--- config.mk ---
export PLATFORM = sky130hd
export DESIGN_NAME = train_led_rx_pwm
export DESIGN_NICKNAME = d
export VERILOG_FILES = /design/src/rtl/train_led_rx_pwm.sv
export SDC_FILE = /design/constraint.sdc
export NUM_CORES = 1
export LEC_CHECK = 0
export BUFFER_PORTS_ARGS = -buffer_cell sky130_fd_sc_hd__buf_2
export CORE_ASPECT_RATIO = 0.6
export CORE_MARGIN = 1.5
export CORE_UTILIZATION = 50
export CTS_BUF_LIST = sky130_fd_sc_hd__clkbuf_16
export DETAILED_ROUTE_END_ITERATION = 12
export PLACE_DENSITY = 0.78
export SYNTH_ARGS = -nofsm -noshare
export SYNTH_HDL_FRONTEND = slang
export SYNTH_SLANG_ARGS = --single-unit
--- constraint.sdc ---
create_clock -name clk -period 3.6 [get_ports clk]
set_input_delay 0.72 -clock clk [delete_from_list [all_inputs] [get_ports clk]]
set_output_delay 0.72 -clock clk [all_outputs]
set_load 0.01 [all_outputs]
--- src/rtl/train_led_rx_pwm.sv ---
// Daisy-chain LED node: captures one frame of pulse-width-coded duty bits from din,
// regenerates every later bit on dout, and drives CHANNELS PWM outputs.
module train_led_rx_pwm #(
   parameter int unsigned CHANNELS     = 3,
   parameter int unsigned PWM_BITS     = 4,
   parameter int unsigned BIT_CYCLES   = 12,
   parameter int unsigned START_FILT   = 2,
   parameter int unsigned SAMPLE_POINT = 6,
   parameter int unsigned IDLE_RESET   = 96,
   parameter int unsigned IDLE_W       = 8
) (
   input  logic                clk,
   input  logic                rst,
   input  logic                din,
   output logic                dout,
   output logic [CHANNELS-1:0] led,
   output logic                frame_done,
   output logic                fwd_mode
);
   localparam int unsigned PH_W       = $clog2(BIT_CYCLES);
   localparam int unsigned FRAME_BITS = CHANNELS * PWM_BITS;
   localparam int unsigned BC_W       = $clog2(FRAME_BITS + 1);

   localparam logic [PH_W-1:0]   PH_TOP    = PH_W'(BIT_CYCLES - 1);
   localparam logic [PH_W-1:0]   PH_FILT   = PH_W'(START_FILT);
   localparam logic [PH_W-1:0]   PH_SAMPLE = PH_W'(SAMPLE_POINT);
   localparam logic [PH_W-1:0]   PH_DROP   = PH_W'(BIT_CYCLES - 2);
   localparam logic [BC_W-1:0]   BC_LAST   = BC_W'(FRAME_BITS - 1);
   localparam logic [IDLE_W-1:0] IDLE_HIT  = IDLE_W'(IDLE_RESET);

   typedef enum logic {MODE_RX = 1'b0, MODE_FWD = 1'b1} mode_e;

   mode_e                 mode_q, mode_d;
   logic [1:0]            sync_q, sync_d;
   logic [PH_W-1:0]       ph_q, ph_d;
   logic [FRAME_BITS-1:0] shift_q, shift_d;
   logic [BC_W-1:0]       bcnt_q, bcnt_d;
   logic [IDLE_W-1:0]     idle_q, idle_d;
   logic [FRAME_BITS-1:0] shadow_q, shadow_d;
   logic [FRAME_BITS-1:0] active_q, active_d;
   logic [PWM_BITS-1:0]   cnt_q, cnt_d;
   logic [CHANNELS-1:0]   led_q, led_d;
   logic                  dout_q, dout_d;
   logic                  frame_done_q, frame_done_d;
   logic                  din_s;
   logic                  sample;

   assign din_s      = sync_q[1];
   assign sample     = (ph_q == PH_SAMPLE);
   assign dout       = dout_q;
   assign led        = led_q;
   assign frame_done = frame_done_q;
   assign fwd_mode   = (mode_q == MODE_FWD);

   // State register
   always_ff @(posedge clk or posedge rst) begin
      if (rst) begin
         mode_q       <= MODE_RX;
         sync_q       <= '0;
         ph_q         <= '0;
         shift_q      <= '0;
         bcnt_q       <= '0;
         idle_q       <= '0;
         shadow_q     <= '0;
         active_q     <= '0;
         cnt_q        <= '0;
         led_q        <= '0;
         dout_q       <= 1'b0;
         frame_done_q <= 1'b0;
      end else begin
         mode_q       <= mode_d;
         sync_q       <= sync_d;
         ph_q         <= ph_d;
         shift_q      <= shift_d;
         bcnt_q       <= bcnt_d;
         idle_q       <= idle_d;
         shadow_q     <= shadow_d;
         active_q     <= active_d;
         cnt_q        <= cnt_d;
         led_q        <= led_d;
         dout_q       <= dout_d;
         frame_done_q <= frame_done_d;
      end
   end

   // Next-state: bit timing, capture/forward mode, idle timer and PWM
   always_comb begin
      mode_d       = mode_q;
      sync_d       = {sync_q[0], din};
      ph_d         = ph_q;
      shift_d      = shift_q;
      bcnt_d       = bcnt_q;
      idle_d       = idle_q;
      shadow_d     = shadow_q;
      active_d     = active_q;
      cnt_d        = cnt_q + 1'b1;
      led_d        = led_q;
      dout_d       = dout_q;
      frame_done_d = 1'b0;

      // Once past the start filter a bit slot runs to completion regardless of din_s
      if (ph_q >= PH_FILT && ph_q < PH_TOP) begin
         ph_d = ph_q + 1'b1;
      end else if (din_s && ph_q < PH_FILT) begin
         ph_d = ph_q + 1'b1;
      end else if (!din_s) begin
         ph_d = '0;
      end

      unique case (mode_q)
         MODE_RX: begin
            dout_d = 1'b0;
            if (sample) begin
               shift_d = {shift_q[FRAME_BITS-2:0], din_s};
               bcnt_d  = bcnt_q + 1'b1;
               if (bcnt_q == BC_LAST) begin
                  shadow_d     = shift_d;
                  frame_done_d = 1'b1;
                  mode_d       = MODE_FWD;
               end
            end
         end
         MODE_FWD: begin
            if (ph_q == PH_FILT) begin
               dout_d = 1'b1;
            end else if (sample) begin
               dout_d = din_s;
            end else if (ph_q == PH_DROP) begin
               dout_d = 1'b0;
            end
         end
         default: mode_d = MODE_RX;
      endcase

      if (ph_q <= PH_FILT) begin
         idle_d = (idle_q == '1) ? idle_q : idle_q + 1'b1;
      end else begin
         idle_d = '0;
      end

      // A quiet line ends the session; an unfinished frame is simply dropped
      if (idle_q == IDLE_HIT) begin
         mode_d = MODE_RX;
         bcnt_d = '0;
      end

      if (cnt_q == '1) begin
         active_d = shadow_q;
      end
      for (int i = 0; i < CHANNELS; i++) begin
         led_d[i] = (cnt_q < active_q[FRAME_BITS-1-i*PWM_BITS -: PWM_BITS]);
      end
   end
endmodule

Yosys cells after proc, flatten, opt, wreduce, memory -nomap -nowiden --
Index checks and enable logic that the tools add are counted.
Word-level totals: input port bits 3, register bits after elaboration 63, word-level logic and storage cells 58
Operators by class: equal/unequal tests 11, $add $sub $neg 4, magnitude comparators 7, bitwise gates (word level) 1, reduce and logical (&&, ||, !) cells 6, muxes and demuxes 17
Operators by type and width (number):
- $mux W4 | 6
- $mux W8 | 2
- $add A4 B1 Y4 const B | 3
- $eq A4 B4 Y1 const B | 3
- $lt A4 B4 Y1 | 3
- $add A8 B1 Y8 const B | 1
- $eq A8 B7 Y1 const B | 1
- $eq A8 B8 Y1 const B | 1
- $mux W1 | 8
- $eq A4 B2 Y1 const B | 1
- $eq A4 B3 Y1 const B | 1
- $ge A4 B2 Y1 const B | 1
- $le A4 B2 Y1 const B | 1
- $lt A4 B2 Y1 const B | 1
- $lt A4 B4 Y1 const B | 1
- $ne A4 B1 Y1 const B | 1
- $reduce_and A2 Y1 | 2
- $ne A3 B1 Y1 const B | 1
- $reduce_and A3 Y1 | 1
- $logic_and A1 B1 Y1 | 2
- $ne A2 B1 Y1 const B | 1
- $ne A2 B2 Y1 const B | 1
- $pmux W1 S2 | 1
- $reduce_bool A2 Y1 | 1
- $not A1 Y1 | 1

Longest topological paths before layout --
depth after elaboration 5, gate-level depth with buffers 8

Worst setup path before layout --
No wires, ideal clock.
path kind register to register, from reg ph_q[0], to reg shadow_q[0], data arrival time 1616 ps, data required time 3475 ps, setup slack 1859 ps, cell stages (with the launch flop) 9, library setup time 125 ps, buffers on the path 3, cells stage by stage dfrtp_1 > inv_1 > ha_1 > and4bb_1 > buf_6 > and2_4 > buf_6 > buf_12 > mux2_4
On the way: longest elaborated chain between the ends 2
RTL lines:
- from (decl) | line 35 | logic [PH_W-1:0] ph_q, ph_d;
- from (signal assigned) | line 73 | ph_q <= ph_d;
- $eq A4 B3 Y1 | line 49 | assign sample = (ph_q == PH_SAMPLE);
- $reduce_and A3 Y1 (no line)
- to (signal assigned) | line 77 | shadow_q <= shadow_d;
- to (decl) | line 39 | logic [FRAME_BITS-1:0] shadow_q, shadow_d;
Every way passes these cells. A chain may end at the register's enable or synchronous reset.

Worst setup path in the final report --
from reg ph_q[0], to reg shadow_q[4]
Same word-level chain as after synthesis.

==> qor.csv <==
metric,value,unit
cp-start-kind,register,
worst-r2r-setup-slack,1.27,ns
synthArstFlopShare,100,%
max-cap-violations,0,
first_global_vias,1684,
ctsHtreeMaxLevel,3,
globalplace.congestion,0.751,
number_of_cells_on_the_worst_reg_to_reg_path,5,
synth_compound_gate_area_share,5.79,%
placement.setup.worst_slack,1.31,ns
yosys.area_share.simple,9.11,%
synth_cells,222,
first_pass_grt_wire_length,8310,um
synth_common_cells,"63 x dfrtp_1, 26 x mux2_2, 20 x nor2_1, 15 x ha_1, 15 x inv_1",
synthDominantCellAreaShare,55.7,%
area_leader_netlist,dfrtp_1,
arrival,2.54,ns
post_synth_mux_area_share,15.8,%
via_count,1626,
tritoncts_clock_tree,yes,
post-route-worst-setup-slack,1.27,ns
number_of_sinks_on_the_clock_net,63,
r2r-end,shadow_q[4],
synth_sequential_area_ratio,55.7,%
stdcell_count,306,
overall_die_area,0.00614,mm^2
yosys.area_share.xor_xnor,2.48,%
boundaryPins,9,
worst_slew_pin_slew,0.824,ns
detailedRoute.firstIterationViolations,65,
syn-num-nets,240,
synth_warnings,0,
hold_path_class,register to register,
vdd_drop_max,0.267,mV
drc_errors,0,
slew_limit_fails,0,
ordered_list_of_cells_on_the_worst_path,inv_1 -> ha_1 -> and4bb_1 -> and2_4 -> mux2_2,
final_nets,254,
static_leakage,1.53,nW
post_cts_buffers,0,
min-delay-start,sync_q[0],
post-route-util,60.0,%
core_region_area,0.00526,mm^2
synthDistinctLibCells,37,
period_utilization_post_route,64.8,%
detail_route.vias_per_cell,5.31,
fin_tns_setup,0,ns
timing.rr.start,ph_q[0],
yosysMostFrequentCell,dfrtp_1,
crit_path_max_incr_delay,0.69,ns
core.rowCount,20,
grt_max_degree,31,
ctsLongestPathBuffers,2,
yosys-top-cells-area,"dfrtp_1 56%, mux2_2 10%, ha_1 6.6%, mux2_4 4.8%, nor2_1 2.7%",
grt_antenna_before_repair,0,
postSynthAreaPerCell,12.7,um^2
buffer_ports.inserted,8,
status,completed,
maxSlewHeadroom,44.6,%
timing.fmax,429,MHz
syn-cell-area,0.00283,mm^2
clkTransAtPathRegs,0.05,ns
cts-resized-gates,0,
critPathKind,register to register,
post_cts_hold_buffer_count,0,
worst_hold_path.num_cells,0,
timing.final.hold_violations,0,
grt_overflow,0,
antenna-diode-count,0,
post-dp-hpwl,3200,um
fin_worst_skew,0.00757,ns
ratio_of_cells_with_drive_above_1_in_the_final_layout,25.0,%
routedWlPerCell,15.5,um
drt-pass1-iter-count,4,
ys_dominant_reg_cell,dfrtp_1,
yosys.area_share.adder,6.63,%
drt.antenna.violating_nets,0,
crit_family,simple AND/OR/NAND/NOR gates,
hold_slack,0.354,ns
die_h,61.3,um
cts_inserted_buffers,9,
layout-area-overhead-vs-synth,11.4,%
ctsRootBufferMaster,clkbuf_16,
rsz0062_at_grt,no,
grt_util_all_layers,18.8,%
placedCellCount,291,
floorplan.die.width,100,um
power.density_cell_area,591,mW/mm^2
buffering_stage_count_on_the_worst_path_with_inverters_included,1,
worst_ep_required_time,3.80,ns
path_max_fanout,16,
timing.final.setup_violations,0,
period_needed,2.33,ns
synth_top_family_by_area,multiplexers,
drt-total-wl,4750,um
starting_density_of_the_core,53.9,%
min_to,sync_q[1],
synth_edf_count,0,
critical_path.endpoint_type,register,
yosys_register_bits,63,
clk-insertion-delay-late,0.33,ns
slowest_stage,and4bb_1,
==> flip-flops by register name, indices dropped and copies added, names as in the netlist <==
register    flops
frame_done      1
sync_q          2
shadow_q       12
ph_q            4
cnt_q           4
bcnt_q          4
shift_q        11
dout            1
fwd_mode        1
led             3
active_q       12
idle_q          8
==> metal layers <==
metal	part of all wire, %	GRT usage, %
met5	0	0
met3	4.8	9.31
met4	1.2	5.43
met2	41	27.4
met1	53	25.3
==> stage by stage <==
stage,total power (W),area (um^2)
5_1_grt,0.00197,3150
4_1_cts,0.00189,3150
2_1_floorplan,0.00108,2830
3_5_place_dp,0.00114,2900
3_3_place_gp,0.00112,2900
6_report,0.00186,3150
==> layout by cell type, fill, tap and decap left out, types with 4 or more instances in the layout <==
cell type,synthesis,routed
a21boi_0,4,4
buf_2,1,8
clkbuf_16,0,9
dfrtp_1,63,63
ha_1,15,15
inv_1,15,15
mux2_2,26,26
mux2_4,9,9
nand2_1,9,9
nand3_1,5,5
nor2_1,20,20
o21ai_0,10,10
xor2_1,5,5
==> area by class of cell <==
class | instances | area, um^2
flip-flops and latches | 63 | 1580
fillers | 411 | 2100
repair buffers | 10 | 55.1
inverters | 15 | 56.3
multi-input cells | 137 | 1130
well taps | 66 | 82.6
clock buffers | 9 | 225
clock inverters | 6 | 30.0
==> worst reg2reg max path, cell delays in order, from the launching register on <==
cell and delay (ns):
dfrtp_1 0.40, inv_1 0.08, ha_1 0.24, and4bb_1 0.69, and2_4 0.43, mux2_2 0.37
==> worst max-delay path by stage <==
stage | slack [ns] | to | startpoint | cells past startpoint
floorplan | 1.31 | active_q[0] | rst | 1
global placement | 1.37 | shadow_q[11] | ph_q[0] | 5
detailed placement | 1.31 | shadow_q[11] | ph_q[0] | 5
CTS | 1.25 | shadow_q[4] | ph_q[0] | 5
global route | 1.11 | shadow_q[4] | ph_q[0] | 5
finish | 1.27 | shadow_q[4] | ph_q[0] | 5
==> power breakdown <==
part | total (W) | internal [W] | switching (W)
sequential | 0.000869 | 0.000784 | 0.0000851
combinational | 0.000259 | 0.000108 | 0.000151
clock | 0.000737 | 0.000451 | 0.000286
total | 0.00186 | 0.00134 | 0.000522
==> cells by family (layout without fill, tap and decap cells) <==
| group | Yosys count | count (layout) |
|---|---|---|
| buffers and inverters | 22 | 40 |
| DFF | 63 | 63 |
| adders and majority gates | 15 | 15 |
| muxes | 37 | 37 |
| xor gates and xnor gates | 8 | 8 |
| and+or+nand+nor | 51 | 51 |
| AOI/OAI and AO/OA | 26 | 26 |
Note: power is estimated with default switching activity, not from simulation.
